<file path="src/rtl/pulse_sched_if.sv">
// Requester-side bundle of the pulse scheduler: level requests in, ownership and strobes out.
interface pulse_sched_if #(
    parameter int unsigned NUM_REQ = 4
);
    logic [NUM_REQ-1:0] req;
    logic [NUM_REQ-1:0] grant;
    logic [NUM_REQ-1:0] pulse_out;
    logic               timeout;
    logic               busy;

    modport master (output req, input grant, input pulse_out, input timeout, input busy);
    modport slave  (input req, output grant, output pulse_out, output timeout, output busy);
endinterface

</file>
<file path="src/rtl/pulse_sched.sv">
// Round-robin scheduler sharing one random-pulse generator between NUM_REQ requesters:
// re-arms the generator, forwards the next pulse rise to the owner, then holds off.
module pulse_sched #(
    parameter int unsigned NUM_REQ   = 4,
    parameter int unsigned HOLDOFF_W = 8,
    parameter int unsigned TIMEOUT   = 64
) (
    input  logic                 clk,
    input  logic                 reset,
    input  logic [HOLDOFF_W-1:0] holdoff,
    input  logic                 pulse_in,
    output logic                 gen_enable,
    pulse_sched_if.slave         bus
);
    localparam int unsigned PW = $clog2(NUM_REQ);
    localparam int unsigned TW = $clog2(TIMEOUT);

    typedef enum logic [2:0] {IDLE, ARM, WAIT, DELIVER, HOLD} state_t;

    state_t               state, nxt_state;
    logic [PW-1:0]        rr_ptr, nxt_rr;
    logic [PW-1:0]        owner, nxt_owner, owner_inc;
    logic [PW-1:0]        pick_idx, cand;
    logic                 pick_found;
    logic                 pulse_q, rise;
    logic [TW-1:0]        timer, nxt_timer;
    logic [HOLDOFF_W-1:0] hold_cnt, nxt_hold;
    logic [NUM_REQ-1:0]   grant_q, pulse_out_q, nxt_grant, nxt_pulse_out;
    logic                 timeout_q, busy_q;
    logic                 nxt_gen_enable, nxt_timeout, nxt_busy;

    function automatic logic [NUM_REQ-1:0] onehot(input logic [PW-1:0] idx);
        onehot      = '0;
        onehot[idx] = 1'b1;
    endfunction

    assign rise      = pulse_in & ~pulse_q;
    assign owner_inc = (owner == PW'(NUM_REQ - 1)) ? '0 : owner + PW'(1);

    // First pending request at or after rr_ptr, scanning with wrap-around.
    always_comb begin
        pick_found = 1'b0;
        pick_idx   = '0;
        cand       = '0;
        for (int unsigned i = 0; i < NUM_REQ; i++) begin
            cand = PW'((32'(rr_ptr) + i) % NUM_REQ);
            if (!pick_found && bus.req[cand]) begin
                pick_found = 1'b1;
                pick_idx   = cand;
            end
        end
    end

    always_ff @(posedge clk or posedge reset) begin
        if (reset) begin
            state       <= IDLE;
            rr_ptr      <= '0;
            owner       <= '0;
            timer       <= '0;
            hold_cnt    <= '0;
            pulse_q     <= 1'b0;
            gen_enable  <= 1'b0;
            grant_q     <= '0;
            pulse_out_q <= '0;
            timeout_q   <= 1'b0;
            busy_q      <= 1'b0;
        end else begin
            state       <= nxt_state;
            rr_ptr      <= nxt_rr;
            owner       <= nxt_owner;
            timer       <= nxt_timer;
            hold_cnt    <= nxt_hold;
            pulse_q     <= pulse_in;
            gen_enable  <= nxt_gen_enable;
            grant_q     <= nxt_grant;
            pulse_out_q <= nxt_pulse_out;
            timeout_q   <= nxt_timeout;
            busy_q      <= nxt_busy;
        end
    end

    always_comb begin
        nxt_state = state;
        nxt_rr    = rr_ptr;
        nxt_owner = owner;
        nxt_timer = timer;
        nxt_hold  = hold_cnt;
        unique case (state)
            IDLE: begin
                if (pick_found) begin
                    nxt_owner = pick_idx;
                    nxt_state = ARM;
                end
            end
            ARM: begin
                nxt_timer = '0;
                nxt_state = WAIT;
            end
            WAIT: begin
                if (!bus.req[owner]) begin
                    nxt_rr    = owner_inc;
                    nxt_state = IDLE;
                end else if (rise) begin
                    nxt_state = DELIVER;
                end else if (timer == TW'(TIMEOUT - 1)) begin
                    nxt_rr    = owner_inc;
                    nxt_hold  = holdoff;
                    nxt_state = HOLD;
                end else begin
                    nxt_timer = timer + TW'(1);
                end
            end
            DELIVER: begin
                nxt_rr    = owner_inc;
                nxt_hold  = holdoff;
                nxt_state = (holdoff != '0) ? HOLD : IDLE;
            end
            HOLD: begin
                // A zero hold-off after a timeout still costs one HOLD cycle.
                if (hold_cnt <= HOLDOFF_W'(1)) nxt_state = IDLE;
                else nxt_hold = hold_cnt - HOLDOFF_W'(1);
            end
            default: nxt_state = IDLE;
        endcase
    end

    // Outputs are registered, so they are derived from the state being entered.
    always_comb begin
        nxt_gen_enable = (nxt_state == ARM);
        nxt_grant      = '0;
        if (nxt_state inside {ARM, WAIT, DELIVER}) nxt_grant = onehot(nxt_owner);
        nxt_pulse_out  = (nxt_state == DELIVER) ? onehot(nxt_owner) : '0;
        nxt_timeout    = (state == WAIT) && (nxt_state == HOLD);
        nxt_busy       = (nxt_state != IDLE);
    end

    assign bus.grant     = grant_q;
    assign bus.pulse_out = pulse_out_q;
    assign bus.timeout   = timeout_q;
    assign bus.busy      = busy_q;
endmodule

</file>
<file path="src/flat_wrapper.sv">
// flat-port wrapper written by rule: the top's interface ports become plain ports
module pulse_sched_flat 
#(
    parameter int unsigned NUM_REQ   = 4,
    parameter int unsigned HOLDOFF_W = 8,
    parameter int unsigned TIMEOUT   = 64
)
  (clk, reset, holdoff, pulse_in, gen_enable, bus_req, bus_grant, bus_pulse_out, bus_timeout, bus_busy);
  pulse_sched_if #(.NUM_REQ(NUM_REQ)) bus_i ();
  input  logic clk;
  input  logic reset;
  input  logic [HOLDOFF_W-1:0] holdoff;
  input  logic pulse_in;
  output logic gen_enable;
  input wire logic [$bits(bus_i.req)-1:0] bus_req;
  output wire logic [$bits(bus_i.grant)-1:0] bus_grant;
  output wire logic [$bits(bus_i.pulse_out)-1:0] bus_pulse_out;
  output wire logic [$bits(bus_i.timeout)-1:0] bus_timeout;
  output wire logic [$bits(bus_i.busy)-1:0] bus_busy;
  assign bus_i.req = bus_req;
  assign bus_grant = bus_i.grant;
  assign bus_pulse_out = bus_i.pulse_out;
  assign bus_timeout = bus_i.timeout;
  assign bus_busy = bus_i.busy;
  pulse_sched #(.NUM_REQ(NUM_REQ), .HOLDOFF_W(HOLDOFF_W), .TIMEOUT(TIMEOUT)) u_core (.clk(clk), .reset(reset), .holdoff(holdoff), .pulse_in(pulse_in), .gen_enable(gen_enable), .bus(bus_i));
endmodule
</file>
<file path="config.mk">
export PLATFORM = sky130hd
export DESIGN_NAME = pulse_sched_flat
export DESIGN_NICKNAME = d
export VERILOG_FILES = /design/src/rtl/pulse_sched_if.sv /design/src/rtl/pulse_sched.sv /design/src/flat_wrapper.sv
export SDC_FILE = /design/constraint.sdc
export NUM_CORES = 1
export LEC_CHECK = 0
export CORE_ASPECT_RATIO = 1.1
export CORE_UTILIZATION = 25
export DETAILED_ROUTE_END_ITERATION = 7
export GPL_ROUTABILITY_DRIVEN = 0
export SYNTH_ARGS = -nofsm -noshare
export SYNTH_HDL_FRONTEND = slang
export SYNTH_SLANG_ARGS = --single-unit
</file>
<file path="constraint.sdc">
create_clock -name clk -period 4.1 [get_ports clk]
set_input_delay 0.82 -clock clk [delete_from_list [all_inputs] [get_ports clk]]
set_output_delay 0.82 -clock clk [all_outputs]
set_load 0.05 [all_outputs]
</file>
==> results.json, run 1 <==
{
  "tightest_slew_ps": 645,
  "drv_cap": 0,
  "post_cts_buffers": 0,
  "synth_adder_area_share": 0.0293,
  "hold_path_class": "flop to flop",
  "antenna_found_initial": 0,
  "slew_headroom": 0.570,
  "pwr_density_cell_mw_per_mm2": 678,
  "grt_pass1_vias": 1271,
  "synthCells": 180,
  "rsz0062_at_grt": "false",
  "clockPowerShare": 0.162,
  "die_y_um": 88.7,
  "synthTopCellsByArea": "dfrtp_1 (48%), nor2_1 (6.2%), o21ai_1 (3.8%)",
  "worst_path_largest_cell_delay_ps": 570,
  "setup_viol": 0,
  "ir_drop_mv": 0.279,
  "synthMuxAreaShare": 0.0323,
  "fill_cells": 706,
  "multi_input_area_sq_um": 838,
  "post_drt_via_cell_ratio": 4.74,
  "port_buffers": 25,
  "p_leak_uw": 0.000885,
  "worst_clock_skew_ps": 8.54,
  "crit_chain": "clkdlybuf4s50_1 -> mux4_2 -> a311oi_2 -> buf_4 -> mux2_1",
  "yosysSeqAreaShare": 0.484,
  "worst_path_max_delay_cell": "mux4_2",
  "grt_remaining_overflow": 0,
  "h-tree-depth": 2,
  "initial_core_util": 0.259,
  "drc": 0,
  "synth_largest_area_cell": "dfrtp_1",
  "timing.final.ws_setup_ps": 1610,
  "grtUsageTotal": 0.104,
  "end_kind": "flop",
  "p_int_uw": 828,
  "grt_pass1_wl_um": 5710,
  "p_seq_frac": 0.363,
  "synth_top_area_share": 0.484,
  "clock_latency_ps": 280,
  "drt_iter0_drc": 59,
  "syn_avg_cell_area_sq_um": 9.48,
  "finalMaxSlewViolations": 0,
  "critPathLaunchType": "input port",
  "cts_tree": "done",
  "area_growth_pct": 25.7,
  "synth_seq_cells": 33,
  "synth_cell_types": 46,
  "place_inst": 285,
  "switchingPower_uw": 625,
  "postCtsHoldBufs": 0,
  "synth-xor-area-share": 0.0154,
  "netlist_area_sq_mm": 0.00171,
  "drive_above_1_share": 0.109,
  "nets": 229,
  "setup-tns-final_ps": 0,
  "outcome": "completed",
  "final_cells": 293,
  "grt_max_degree": 34,
  "drtPass1Iterations": 7,
  "clkSinkCount": 33,
  "seqCellArea_sq_um": 826,
  "coreArea_sq_mm": 0.00659,
  "synth.most_common_cell": "dfrtp_1",
  "path_clk_slew_ps": 70,
  "critPathMaxFanout": 15,
  "cp_data_required_time_ps": 4260,
  "cts_buffers": 5,
  "cp_num_buf_inv": 2,
  "min_period_ps": 2490,
  "io_pins": 26,
  "die_w_um": 80.8,
  "fmaxAchievable_ghz": 0.401,
  "wl_um": 3470,
  "synth_edf_count": 0,
  "cp.arrival_ps": 2650,
  "ant_nets": 0,
  "finalHoldViolCount": 0,
  "synth_compound_area_frac": 0.169,
  "cts_root_buffer": "clkbuf_8",
  "dieArea_sq_mm": 0.00716,
  "post-route-util": 0.325,
  "wl_per_cell_um": 11.8,
  "antenna_cells": 0,
  "period_share": 0.608,
  "synth_commonest_cells": "dfrtp_1 (33), nor2_1 (28), o21ai_1 (13), nand2_1 (12), o21ai_0 (9)",
  "yosys_warnings": 0,
  "holdWs_ps": 511,
  "cp_top_family": "multiplexers",
  "fp-row-count": 31,
  "path_class": "input port to flop",
  "p_sw_frac": 0.430,
  "synthFlopType": "dfrtp_1",
  "clockBufferDepth": 2,
  "vias": 1390,
  "dp_slack_ps": 1310,
  "synth_top_family_by_area": "simple AND/OR/NAND/NOR gates",
  "cts_resized": 0,
  "ys_async_sr_fraction": 1.00,
  "power_frac_comb": 0.475,
  "syn-num-nets": 199,
  "synth-simple-area-share": 0.245
}
-- layer usage --
metal  share of wire  GRT usage
met1            0.51      0.142
met2            0.44      0.157
met3           0.043     0.0299
met4          0.0095     0.0390
met5               0          0
-- sequential cells by signal, indices dropped and copies added (netlist names) --
signal                cells
u_core.gen_enable         1
u_core.timer              6
u_core.owner              2
u_core.bus.pulse_out      4
u_core.bus.grant          4
u_core.bus.busy           1
u_core.pulse_q            1
u_core.rr_ptr             2
u_core.hold_cnt           8
u_core.state              3
u_core.bus.timeout        1
-- per-stage QoR --
stage	instance area, sq um	power [uW]
final	2140	1450
after global placement	2060	1220
after CTS	2140	1470
after detailed placement	2060	1230
after floorplan	1710	1050
after global routing	2140	1580
-- cells in the final DEF, fill, tap and decap left out, types with 5 or more instances in the layout --
cell | Yosys | final
nor4_1 | 6 | 6
nand3_1 | 6 | 6
o21ai_0 | 9 | 9
clkdlybuf4s50_1 | 0 | 25
nor3_1 | 7 | 7
nand2_1 | 12 | 12
inv_1 | 6 | 6
clkbuf_8 | 0 | 5
a21oi_1 | 8 | 8
dfrtp_1 | 33 | 33
o21ai_1 | 13 | 13
nor2_1 | 28 | 28
-- worst paths after layout --
| check | startpoint | endpoint | cells after the start | slack (ps) |
|---|---|---|---|---|
| setup / recovery | bus_req[3] | u_core.hold_cnt[1] | 5 | 1610 |
| hold / removal | u_core.timer[0] | u_core.timer[0] | 1 | 510 |
| setup reg to reg | u_core.state[1] | u_core.hold_cnt[1] | 5 | 1890 |
| hold reg to reg | u_core.timer[0] | u_core.timer[0] | 1 | 510 |
| max in group asynchronous | reset | u_core.hold_cnt[0] | 3 | 2880 |
| min in group asynchronous | reset | u_core.timer[2] | 3 | 920 |
-- final cells by class --
type                    count  share of cell area
clock inverters             3             0.00817
inverters                   7              0.0123
multi-input cells         136               0.391
repair buffers             27               0.124
clock buffers               5              0.0321
flip-flops and latches     33               0.385
well taps                  82              0.0478
-- logic make-up (layout without fill, tap and decap cells) --
| kind of cell | count (synthesis) | after routing |
|---|---|---|
| xor gates and xnor gates | 3 | 3 |
| adders and majority gates | 4 | 4 |
| muxes | 4 | 4 |
| buffers and inverters | 11 | 42 |
| and+or+nand+nor | 82 | 82 |
| AOI/OAI and AO/OA | 43 | 43 |
| DFF | 33 | 33 |
-- power groups by stage --
stage | registers, uW | clock network (uW) | logic, uW
finish | 527 | 236 | 691
global placement | 532 | 0 | 691
floorplan | 595 | 0 | 451
CTS | 526 | 243 | 698
detailed placement | 532 | 0 | 696
global route | 545 | 256 | 778
(Power assumes the default switching activity.)
==> run 2: changes to the inputs <==
==> constraint.sdc (replaced) <==
create_clock -name clk -period 2.44 [get_ports clk]
set_input_delay 0.488 -clock clk [delete_from_list [all_inputs] [get_ports clk]]
set_output_delay 0.488 -clock clk [all_outputs]
set_load 0.05 [all_outputs]
==> run 2 against run 1 <==
Compared with the run above: wire length increased by 5.3%; worst hold slack improved by 10 ps; cell count increased by 1.4%; die area unchanged; power increased by 79%; largest cell class unchanged; global-route usage increased by 0.79 points; non-clock buffer count increased by 4; sequential power increased by 69%.
==> results.json, run 2 (synthesis results as in run 1) <==
{
  "min_period_ps": 2110,
  "rsz0062_at_grt": "false",
  "path_clk_slew_ps": 70,
  "fp-row-count": 31,
  "drc": 0,
  "wl_per_cell_um": 12.3,
  "place_inst": 289,
  "reg_top3": "u_core.hold_cnt: 8 flops, u_core.timer: 6 flops",
  "grtUsageTotal": 0.112,
  "cp_data_required_time_ps": 2610,
  "holdWs_ps": 521,
  "tightest_slew_ps": 499,
  "antenna_found_initial": 0,
  "ant_nets": 0,
  "layout_commonest_cell": "dfrtp_1",
  "die_y_um": 88.7,
  "area_growth_pct": 29.2,
  "grtUsageMet1": 0.144,
  "clock_latency_ps": 280,
  "initial_core_util": 0.259,
  "r2r_start": "u_core.hold_cnt[0]",
  "end_kind": "flop",
  "finalHoldViolCount": 0,
  "place_area_sq_mm": 0.00209,
  "dieArea_sq_mm": 0.00716,
  "drtPass1Iterations": 4,
  "grt_remaining_overflow": 0,
  "outcome": "completed",
  "timing.rr.end": "u_core.hold_cnt[7]",
  "cts_tree": "done",
  "worst_clock_skew_ps": 7.67,
  "vias": 1429,
  "io_pins": 26,
  "critPathMaxFanout": 8,
  "cp.arrival_ps": 2270,
  "grt_pass1_vias": 1378,
  "port_buffers": 25,
  "postCtsHoldBufs": 0,
  "drive_above_1_share": 0.121,
  "ir_drop_mv": 0.473,
  "wl_um": 3660,
  "final_cells": 297,
  "post-route-util": 0.334,
  "pwr_density_cell_mw_per_mm2": 1180,
  "r2r_slack_ps": 330,
  "finalMaxSlewViolations": 0,
  "cts_resized": 0,
  "clockBufferDepth": 2,
  "crit_start": "u_core.hold_cnt[0]",
  "drt_iter0_drc": 90,
  "post_drt_via_cell_ratio": 4.81,
  "final_cell_mix": "dfrtp_1 (33), nor2_1 (28), clkdlybuf4s50_1 (25), o21ai_1 (13), nand2_1 (12)",
  "grt_pass1_wl_um": 6130,
  "coreArea_sq_mm": 0.00659,
  "h-tree-depth": 2,
  "grt-busiest-layer": "met2",
  "final_area_sq_mm": 0.00220,
  "use_met3": 0.0361,
  "p_leak_uw": 0.000918,
  "use_met2": 0.176,
  "fmaxAchievable_ghz": 0.475,
  "drv_cap": 0,
  "path_common_cell": "buf_4",
  "grt_max_degree": 34,
  "clkSinkCount": 33,
  "setup-tns-final_ps": 0,
  "dp_hpwl_um": 2720,
  "crit_chain": "inv_1 -> ha_1 -> or2_2 -> a41oi_1 -> a311oi_2 -> buf_4 -> buf_4 -> o21ai_0 -> o21ai_1",
  "largest_reg_flops": 8,
  "slew_headroom": 0.666,
  "antenna_cells": 0,
  "hold_path_class": "flop to flop",
  "largest_register": "u_core.hold_cnt",
  "period_share": 0.863,
  "die_w_um": 80.8,
  "worstRegToRegCells": 9,
  "cts_buffers": 5,
  "worst_path_max_delay_cell": "dfrtp_1",
  "cp-endpoint": "u_core.hold_cnt[7]",
  "worst_path_largest_cell_delay_ps": 430,
  "post_cts_buffers": 0,
  "cts_root_buffer": "clkbuf_8",
  "setup_viol": 0,
  "path_class": "flop to flop",
  "critPathLaunchType": "flop",
  "nets": 233
}
run 2: worst max-delay path: cells and delay by family (launching register included):
family                   cells  cell delay (ps)
adder cells (fa/ha/maj)      1              270
buffers and inverters        3              400
AND/OR/NAND/NOR              1              310
AO/OA/AOI/OAI                4              580
flip-flops                   1              430
run 2: worst min-delay path by stage:
| stage | end | start | depth (start not counted) |
|---|---|---|---|
| floorplan | u_core.timer[0] | u_core.timer[0] | 1 |
| global placement | u_core.timer[0] | u_core.timer[0] | 1 |
| detailed placement | u_core.timer[0] | u_core.timer[0] | 1 |
| CTS | u_core.timer[0] | u_core.timer[0] | 1 |
| global route | u_core.timer[0] | u_core.timer[0] | 1 |
| finish | u_core.timer[0] | u_core.timer[0] | 1 |
run 2: final cells by class:
class / count / area, sq um
fillers: 682 / 4390
multi-input cells: 136 / 838
flip-flops and latches: 33 / 826
repair buffers: 31 / 295
well taps: 82 / 103
clock buffers: 7 / 86.3
clock inverters: 1 / 30.0
inverters: 7 / 26.3
run 2: routing by layer:
metal,wire length [um],vias to the layer above
li1,-,709
met1,1750,683
met2,1720,33
met3,167,4
met4,19,0
met5,0,-
run 2: power by group:
group          switching (uW)  internal, uW  leakage [uW]  total [uW]
sequential                163           724      0.000426         888
combinational             700           493      0.000433        1190
clock                     193           333     0.0000585         526
run 2: metrics by stage:
| stage | worst slack [ps] | power [uW] |
|---|---|---|
| 2_1_floorplan | 584 | 1760 |
| 3_3_place_gp | 77.6 | 2080 |
| 3_5_place_dp | 52.6 | 2100 |
| 4_1_cts | 322 | 2640 |
| 5_1_grt | 154 | 2820 |
| 6_report | 334 | 2610 |
==> run 3: changes to the inputs <==
--- a/config.mk
+++ b/config.mk
@@ -6,6 +6,7 @@
 export NUM_CORES = 1
 export LEC_CHECK = 0
 export CORE_ASPECT_RATIO = 1.1
+export CORE_MARGIN = 4
 export CORE_UTILIZATION = 25
 export DETAILED_ROUTE_END_ITERATION = 7
 export GPL_ROUTABILITY_DRIVEN = 0
==> run 3 against run 2 <==
Compared with the run above: non-clock buffer count grew 2; worst hold slack lost 0.54 ps; clock power is essentially flat; clock skew grew 6.6 ps; critical path type is now input port to flop; largest power group unchanged; first-iteration DRC count shrank 32%; register-to-register slack gained 40 ps; critical path depth shrank 4; largest cell class unchanged; flip-flop and latch count is the same; cell count grew 0.67%; power shrank 0.45%.
==> results.json, run 3 (synthesis results as in run 1) <==
{
  "grt_max_degree": 34,
  "worstRegToRegCells": 7,
  "cts_buffers": 5,
  "io_pins": 26,
  "power_uw": 2590,
  "largest_register": "u_core.hold_cnt",
  "wl_um": 3750,
  "r2r_start": "u_core.hold_cnt[0]",
  "hold_path_class": "flop to flop",
  "pwr_density_cell_mw_per_mm2": 1170,
  "initial_core_util": 0.259,
  "min_period_ps": 2100,
  "drive_above_1_share": 0.134,
  "setup-tns-final_ps": 0,
  "ir_drop_mv": 0.441,
  "critPathLaunchType": "input port",
  "cp_num_buf_inv": 2,
  "antenna_cells": 0,
  "drt_iter0_drc": 61,
  "tightest_slew_ps": 510,
  "worst_path_max_delay_cell": "mux4_2",
  "final_cell_mix": "dfrtp_1 (33), nor2_1 (28), clkdlybuf4s50_1 (25), o21ai_1 (13), nand2_1 (12)",
  "r2r_slack_ps": 370,
  "post_drt_via_cell_ratio": 4.72,
  "post_cts_buffers": 0,
  "nets": 235,
  "grt_pass1_wl_um": 6200,
  "clockBufferDepth": 2,
  "clkSinkCount": 33,
  "antenna_found_initial": 0,
  "wl_per_cell_um": 12.5,
  "crit_chain": "clkdlybuf4s50_1 -> mux4_2 -> a311oi_2 -> buf_4 -> mux2_1",
  "critPathMaxFanout": 15,
  "h-tree-depth": 2,
  "worst_clock_skew_ps": 14.3,
  "p_leak_uw": 0.000924,
  "drtPass1Iterations": 4,
  "place_area_sq_mm": 0.00210,
  "outcome": "completed",
  "postCtsHoldBufs": 0,
  "fp-row-count": 31,
  "drv_cap": 0,
  "clock_latency_ps": 300,
  "reg_top3": "u_core.hold_cnt: 8 flops, u_core.timer: 6 flops",
  "path_clk_slew_ps": 80,
  "largest_reg_flops": 8,
  "timing.rr.end": "u_core.hold_cnt[1]",
  "grt_pass1_vias": 1356,
  "coreArea_sq_mm": 0.00659,
  "post-route-util": 0.336,
  "ant_nets": 0,
  "vias": 1412,
  "dp_hpwl_um": 2760,
  "cp_top_family": "multiplexers",
  "drc": 0,
  "path_class": "input port to flop",
  "end_kind": "flop",
  "final_area_sq_mm": 0.00222,
  "die_y_um": 94.7,
  "worstHoldPathCells": 1,
  "worst_path_largest_cell_delay_ps": 550,
  "min_to": "u_core.timer[0]",
  "cts_resized": 0,
  "slew_headroom": 0.659,
  "finalMaxSlewViolations": 0,
  "period_share": 0.860,
  "port_buffers": 25,
  "rsz0062_at_grt": "false",
  "setup_viol": 0,
  "cp_data_required_time_ps": 2610,
  "area_growth_pct": 30.0,
  "fmaxAchievable_ghz": 0.477,
  "cp.arrival_ps": 2270,
  "finalHoldViolCount": 0,
  "layout_commonest_cell": "dfrtp_1",
  "cp.depth": 5,
  "grtUsageTotal": 0.0968,
  "grt_remaining_overflow": 0,
  "cts_root_buffer": "clkbuf_8",
  "die_w_um": 86.8,
  "hold_start": "u_core.timer[0]",
  "dieArea_sq_mm": 0.00821,
  "cts_tree": "done"
}
-- run 3: cell types whose count changed in the layout (fill, tap and decap cells not counted), sizes merged --
cell,before,now
clkinvlp,0,1
clkinv,0,1
buf,6,8
clkbuf,7,5
-- run 3: worst max path at each step --
| stage | slack (ps) | to | from |
|---|---|---|---|
| floorplan | 580 | u_core.bus.pulse_out[2] | u_core.state[0] |
| global placement | 60 | u_core.hold_cnt[1] | bus_req[2] |
| detailed placement | 30 | u_core.hold_cnt[1] | bus_req[3] |
| CTS | 340 | u_core.hold_cnt[1] | bus_req[3] |
| global route | 220 | u_core.hold_cnt[3] | u_core.hold_cnt[0] |
| finish | 340 | u_core.hold_cnt[1] | bus_req[3] |
-- run 3: metal layers --
layer	global-route usage	part of all wire	up-vias
met4	0.0390	0.012	0
met5	0	0	-
met3	0.0262	0.043	7
li1	-	-	715
met1	0.124	0.48	669
met2	0.154	0.46	21
-- run 3: power breakdown --
part | total, uW | internal [uW] | leakage, uW | switching, uW
Clock | 526 | 305 | 0.0000543 | 220
Combinational | 1180 | 484 | 0.000444 | 698
Sequential | 886 | 724 | 0.000426 | 162
-- run 3: layout make-up --
cell class,instances,area [sq um]
Clock buffer,5,68.8
Tap cell,82,103
Timing Repair Buffer,33,310
Fill cell,675,4380
Multi-Input combinational cell,136,838
Sequential cell,33,826
Inverter,7,26.3
Clock inverter,3,46.3
-- run 3: through the flow --
stage	setup WS [ps]	cells	hold slack, ps
floorplan	584	180	475
global placement	63.9	291	512
detailed placement	34.0	291	507
CTS	339	299	519
global route	224	299	563
finish	342	299	521
